<file path="config.mk">
export PLATFORM = sky130hd
export DESIGN_NAME = acc_core_ctrl
export DESIGN_NICKNAME = d
export VERILOG_FILES = /design/src/rtl/acc_core_ctrl.sv
export SDC_FILE = /design/constraint.sdc
export NUM_CORES = 1
export LEC_CHECK = 0
export ABC_AREA = 1
export BUFFER_PORTS_ARGS = -buffer_cell sky130_fd_sc_hd__buf_2
export CAP_MARGIN = 0
export CORE_MARGIN = 3
export CORE_UTILIZATION = 49
export CTS_BUF_LIST = sky130_fd_sc_hd__clkbuf_8 sky130_fd_sc_hd__clkbuf_16
export CTS_CLUSTER_DIAMETER = 150
export DETAILED_ROUTE_END_ITERATION = 12
export PLACE_DENSITY = 0.79
export SLEW_MARGIN = 10
export SYNTH_ARGS = -nofsm -noshare
export SYNTH_HDL_FRONTEND = slang
export SYNTH_SLANG_ARGS = --single-unit
export TNS_END_PERCENT = 20
</file>
<file path="constraint.sdc">
create_clock -name CLK -period 2.36 [get_ports CLK]
set_clock_uncertainty 0.15 [all_clocks]
set_input_delay 0.472 -clock CLK [delete_from_list [all_inputs] [get_ports CLK]]
set_output_delay 0.472 -clock CLK [all_outputs]
set_load 0.1 [all_outputs]
</file>
<file path="src/rtl/acc_core_ctrl.sv">
// rtl/acc_core_ctrl.sv - fetch/decode/sequencing controller for the accumulator ALU
// Optional carry chain register enabled by defining CARRY_CHAIN_EN.
module acc_core_ctrl #(
  parameter int PC_W         = 10,
  parameter int MEM_WAIT_MAX = 8
) (
  input  logic            CLK,
  input  logic            Reset,
  input  logic            start,
  input  logic [8:0]      instr,
  output logic [PC_W-1:0] pc,
  input  logic            branch_en,
  input  logic            alu_sc_out,
  output logic [3:0]      alu_op,
  output logic            reg_exe,
  output logic            imm_exe,
  output logic            reg_to_acc,
  output logic            acc_to_reg,
  output logic [7:0]      imm_out,
  output logic [3:0]      reg_addr,
  output logic            sc_in,
  output logic            acc_we,
  output logic            reg_we,
  output logic            mem_re,
  output logic            mem_we,
  input  logic            mem_ack,
  output logic            done,
  output logic            err
);
  localparam int CNT_W = $clog2(MEM_WAIT_MAX) + 1;

  localparam logic [3:0] OP_ADD = 4'd0,  OP_SUB = 4'd1,  OP_BEQ = 4'd2,  OP_SL  = 4'd3;
  localparam logic [3:0] OP_SR  = 4'd4,  OP_LW  = 4'd5,  OP_SW  = 4'd6,  OP_MOV = 4'd7;
  localparam logic [3:0] OP_ASN = 4'd8,  OP_BGE = 4'd9,  OP_BNE = 4'd10, OP_AND = 4'd11;
  localparam logic [3:0] OP_OR  = 4'd12, OP_ILL = 4'd13, OP_JMP = 4'd14, OP_HLT = 4'd15;

  typedef enum logic [2:0] {S_IDLE, S_FETCH, S_EXEC, S_MEM_WAIT, S_HALT} state_t;

  state_t            r_state;
  logic [PC_W-1:0]   r_pc;
  logic [8:0]        r_ir;
  logic              r_done;
  logic              r_err;
  logic [CNT_W-1:0]  r_wait_cnt;

  logic [3:0]        w_op;
  logic              w_mode;
  logic [3:0]        w_lo;
  logic              w_in_exec;
  logic              w_in_mem;
  logic              w_active;
  logic              w_is_alu;
  logic              w_is_mov;
  logic              w_is_carry_op;
  logic              w_uses_operand;
  logic [PC_W-1:0]   w_jmp_off;
  logic [PC_W-1:0]   w_br_step;

  assign w_op      = r_ir[8:5];
  assign w_mode    = r_ir[4];
  assign w_lo      = r_ir[3:0];
  assign w_in_exec = (r_state == S_EXEC);
  assign w_in_mem  = (r_state == S_MEM_WAIT);
  // IR is stable through MEM_WAIT, so the decode below holds its EXEC values there
  assign w_active  = w_in_exec | w_in_mem;

  assign w_is_alu       = (w_op == OP_ADD) | (w_op == OP_SUB) | (w_op == OP_SL) | (w_op == OP_SR) |
                          (w_op == OP_ASN) | (w_op == OP_AND) | (w_op == OP_OR);
  assign w_is_mov       = (w_op == OP_MOV);
  assign w_is_carry_op  = (w_op == OP_ADD) | (w_op == OP_SUB) | (w_op == OP_SL) | (w_op == OP_SR);
  assign w_uses_operand = ~(w_is_mov | (w_op == OP_JMP) | (w_op == OP_HLT) | (w_op == OP_ILL));
  assign w_jmp_off      = {{(PC_W-5){r_ir[4]}}, r_ir[4:0]};
  assign w_br_step      = branch_en ? PC_W'(2) : PC_W'(1);

  assign pc         = r_pc;
  assign alu_op     = w_active ? w_op : 4'd0;
  assign reg_exe    = w_active & w_uses_operand & w_mode;
  assign imm_exe    = w_active & w_uses_operand & ~w_mode;
  assign reg_to_acc = w_active & w_is_mov & w_mode;
  assign acc_to_reg = w_active & w_is_mov & ~w_mode;
  assign imm_out    = w_active ? {4'd0, w_lo} : 8'd0;
  assign reg_addr   = w_active ? w_lo : 4'd0;
  assign acc_we     = (w_in_exec & (w_is_alu | (w_is_mov & w_mode))) |
                      (w_in_mem & (w_op == OP_LW) & mem_ack);
  assign reg_we     = w_in_exec & w_is_mov & ~w_mode;
  assign mem_re     = w_in_mem & (w_op == OP_LW);
  assign mem_we     = w_in_mem & (w_op == OP_SW);
  assign done       = r_done;
  assign err        = r_err;

`ifdef CARRY_CHAIN_EN
  logic r_sc;
  assign sc_in = r_sc;
`else
  logic w_unused_sc;
  assign w_unused_sc = alu_sc_out;
  assign sc_in       = 1'b0;
`endif

  always_ff @(posedge CLK) begin
    if (Reset) begin
      r_state    <= S_IDLE;
      r_pc       <= '0;
      r_ir       <= '0;
      r_done     <= 1'b0;
      r_err      <= 1'b0;
      r_wait_cnt <= '0;
`ifdef CARRY_CHAIN_EN
      r_sc       <= 1'b0;
`endif
    end else begin
      case (r_state)
        S_IDLE, S_HALT: begin
          if (start) begin
            r_state <= S_FETCH;
            r_pc    <= '0;
            r_done  <= 1'b0;
            r_err   <= 1'b0;
`ifdef CARRY_CHAIN_EN
            r_sc    <= 1'b0;
`endif
          end
        end
        S_FETCH: begin
          r_ir    <= instr;
          r_state <= S_EXEC;
        end
        S_EXEC: begin
`ifdef CARRY_CHAIN_EN
          if (w_is_carry_op) r_sc <= alu_sc_out;
`endif
          case (w_op)
            OP_BEQ, OP_BGE, OP_BNE: begin
              r_pc    <= r_pc + w_br_step;
              r_state <= S_FETCH;
            end
            OP_LW, OP_SW: begin
              r_wait_cnt <= '0;
              r_state    <= S_MEM_WAIT;
            end
            OP_JMP: begin
              r_pc    <= r_pc + w_jmp_off;
              r_state <= S_FETCH;
            end
            OP_HLT: begin
              r_done  <= 1'b1;
              r_state <= S_HALT;
            end
            OP_ILL: begin
              r_done  <= 1'b1;
              r_err   <= 1'b1;
              r_state <= S_HALT;
            end
            default: begin
              r_pc    <= r_pc + PC_W'(1);
              r_state <= S_FETCH;
            end
          endcase
        end
        S_MEM_WAIT: begin
          if (mem_ack) begin
            r_pc    <= r_pc + PC_W'(1);
            r_state <= S_FETCH;
          end else if (r_wait_cnt == CNT_W'(MEM_WAIT_MAX - 1)) begin
            r_done  <= 1'b1;
            r_err   <= 1'b1;
            r_state <= S_HALT;
          end else begin
            r_wait_cnt <= r_wait_cnt + CNT_W'(1);
          end
        end
        default: r_state <= S_IDLE;
      endcase
    end
  end

endmodule

</file>
==> key figures <==
Setup path
  – CP bufs+invs: 3
  – Crit start category: register
  – CP arrival: 1.74 ns
  – Top cell by count, worst path: inv_1
  – Family with the most delay on the worst path: buffers and inverters
  – Cells along the critical path: inv_1 -> nor2_2 -> inv_1 -> nor3_4 -> buf_12
  – WS Path Type: register to primary output
  – Max FO, Critical Path: 12
  – CP required: 1.74 ns
  – CP Capture Type: primary output
  – CP max stage delay: 0.42 ns
  – Slowest CP cell: dfxtp_2

Cells and area
  – # fillers: 307
  – Fin cells: 451
  – Final Util: 74.75%
  – Most frequent cells in the layout: inv_1 (44), nand2_1 (43), nor2_1 (34), a21oi_1 (31), buf_2 (26)
  – Final nets: 424
  – Layout cell share with drive strength beyond 1: 36.41%
  – Area Growth Syn to Fin: 41.81%
  – Most common cell after layout, fill and taps aside: inv_1
  – Ant. Diodes: 0

STA
  – Final Hold Vio Count: 0
  – Final worst path period need: 2.364 ns
  – Fin worst setup slack: -0.003748 ns
  – Max-Slew Margin vs Limit: 46.25%
  – Setup violators final: 3
  – Unrepaired setup endpoints after global routing: true
  – Max Freq: 423.1 MHz
  – Worst-margin pin slew: 0.8053 ns
  – Period utilization: 100.2%
  – Max-slew violations: 0

Detailed routing
  – Mean routed wirelength per cell: 14.84 um
  – Post-Route WL: 6694 um
  – DR pass1 iterations: 5
  – Routed Antenna Nets: 0
  – DRC viols: 0
  – Vias per cell: 5.641
  – DRT iter0 DRCs: 163
  – Total number of vias: 2544

Job
  – Max-cap viol count: 0

Floorplanning
  – Die height: 73 um
  – Area of the core: 4173 um2
  – IO Pins: 52
  – Chip width: 73 um
  – Initial Util: 52.71%
  – Cell Rows: 23
  – Die area: 5329 um2

Synthesis
  – Seq/Total Area, Yosys: 25.48%
  – Netlist cell types: 40
  – Seq cells post-synth: 28
  – Synthesis Warnings: 0
  – Avg Cell Area, Syn: 6.450 um2
  – Post-Syn Area: 2200 um2
  – Gate Count Post-Synth: 341

Place
  – RD Place Congestion: 0.8468
  – DP HPWL: 4756 um
  – Port Buffer Count: 45
  – Cells after DPL: 440

Clock network
  – CTS Sinks: 28
  – Clk pin slew, worst setup/hold paths: 0.11 ns
  – CTS H-tree lvls: 1
  – Root Buffer Master: clkbuf_8
  – CTS tree: yes
  – CTS Buf Count: 3
  – Worst skew pair latency: 0.29 ns
  – CTS Buffer Depth: 2
  – CTS Hold Buffers Added: 0

Worst hold path
  – Worst Hold Class: primary input to register

Pwr
  – Pwr dens: 718.8 nW/um2
  – Leak Pwr: 1.368 nW
  – Peak VDD IR: 0.3999 mV

Outcome
  – Failing checks: setup timing
  – Status: finished, violations left

GRT
  – Vias in the first global route: 2498
  – Largest net degree at the start of global routing: 19
  – First-pass GRT wire length: 11100 um
  – Initial antenna violation count: 0
  – Grt ovf: 0
  – GR Util All Layers: 25.98%
power breakdown:
group          switching, mW  internal (mW)
combinational          0.888          0.322
sequential            0.0842          0.548
clock                  0.172          0.228
Yosys cell counts:
library cell | count | share of area, %
a21oi_1 | 33 | 7.5
a21oi_2 | 3 | 1.2
a21oi_4 | 1 | 0.74
a22o_1 | 1 | 0.40
a31oi_1 | 2 | 0.57
a41oi_1 | 1 | 0.40
buf_1 | 1 | 0.17
buf_2 | 1 | 0.23
buf_4 | 9 | 3.1
buf_6 | 1 | 0.51
clkbuf_1 | 3 | 0.51
conb_1 | 1 | 0.17
dfxtp_1 | 28 | 25
fa_1 | 1 | 0.91
ha_1 | 6 | 3.4
inv_1 | 48 | 8.2
inv_2 | 6 | 1.0
inv_4 | 1 | 0.28
nand2_1 | 48 | 8.2
nand2_2 | 6 | 1.7
nand2_4 | 2 | 1.0
nand3_1 | 18 | 4.1
nand3_4 | 2 | 1.6
nand3b_1 | 3 | 1.0
nand4_1 | 3 | 0.85
nor2_1 | 48 | 8.2
nor2_2 | 1 | 0.28
nor2_4 | 1 | 0.51
nor3_1 | 9 | 2.0
nor3_2 | 2 | 0.91
nor3_4 | 1 | 0.74
nor4_1 | 1 | 0.28
o211ai_1 | 4 | 1.4
o21ai_0 | 28 | 6.4
o21ai_1 | 3 | 0.68
o31ai_1 | 1 | 0.34
o31ai_2 | 1 | 0.57
or2_0 | 1 | 0.28
or2_2 | 2 | 0.57
xor2_1 | 9 | 3.6
cells by family (layout without fill, tap and decap cells):
logic type / count (synthesis) / in the layout / share of synthesized area, %
compound gates: 78 / 78 / 20.14
xor+xnor: 9 / 9 / 3.584
fa+ha+maj: 7 / 7 / 4.323
buf+inv: 70 / 126 / 13.99
flops: 28 / 28 / 25.48
other cells: 1 / 5 / 0.1705
simple gates: 148 / 148 / 32.31
flip-flops by register name, indices dropped and copies added, names as in the netlist:
signal,cells
pc,10
r_ir,9
r_wait_cnt,4
r_state,3
done,1
err,1
per-layer routing:
metal | vias to the layer above | GRT usage [%] | wire length (um)
li1 | 1215 | - | -
met1 | 1184 | 30.94 | 2609
met2 | 120 | 46.18 | 3403
met3 | 25 | 3.581 | 447
met4 | 0 | 10.86 | 233
met5 | - | 0 | 0
path summary, 6_finish.rpt:
path                                  from          to  slack [ns]  depth (start not counted)
worst max-delay path            r_state[1]  acc_to_reg      -0.004                          5
worst min-delay path                 Reset  r_state[2]        0.26                          2
worst max register to register     r_ir[5]       pc[8]      -0.004                         16
worst min register to register        done        done        0.33                          2
cell type report:
| class | count | area (um2) | area share [%] |
|---|---|---|---|
| clock buffer | 3 | 41.29 | 1.324 |
| clock inverter | 1 | 30.03 | 0.9627 |
| inverter | 55 | 209.0 | 6.699 |
| multi-input combinational | 247 | 1546 | 49.58 |
| sequential | 28 | 566.8 | 18.17 |
| tap | 50 | 62.56 | 2.006 |
| timing repair buffer | 67 | 663.1 | 21.26 |
through the flow:
stage / total power [mW] / setup WS, ns / TNS, ns / instance area [um2] / hold WS [ns]
6_report: 2.242 / -0.003748 / -0.006225 / 3119 / 0.2552
3_3_place_gp: 1.731 / -0.2004 / -0.4620 / 2887 / 0.3000
4_1_cts: 2.185 / -0.02133 / -0.02133 / 3032 / 0.2511
3_5_place_dp: 1.755 / -0.2820 / -0.7705 / 2887 / 0.3106
2_1_floorplan: 1.508 / -0.2828 / -1.119 / 2346 / 0.3190
5_1_grt: 2.346 / -0.1680 / -1.856 / 3119 / 0.2509
what timing repair did:
| action | CTS | global route |
|---|---|---|
| resized for setup | 16 | 21 |
| buffers inserted | 4 | 3 |
| pin swaps | 6 | 7 |
| setup endpoints to repair | 8 | 25 |
No activity file was read; power rests on OpenSTA's default activity.
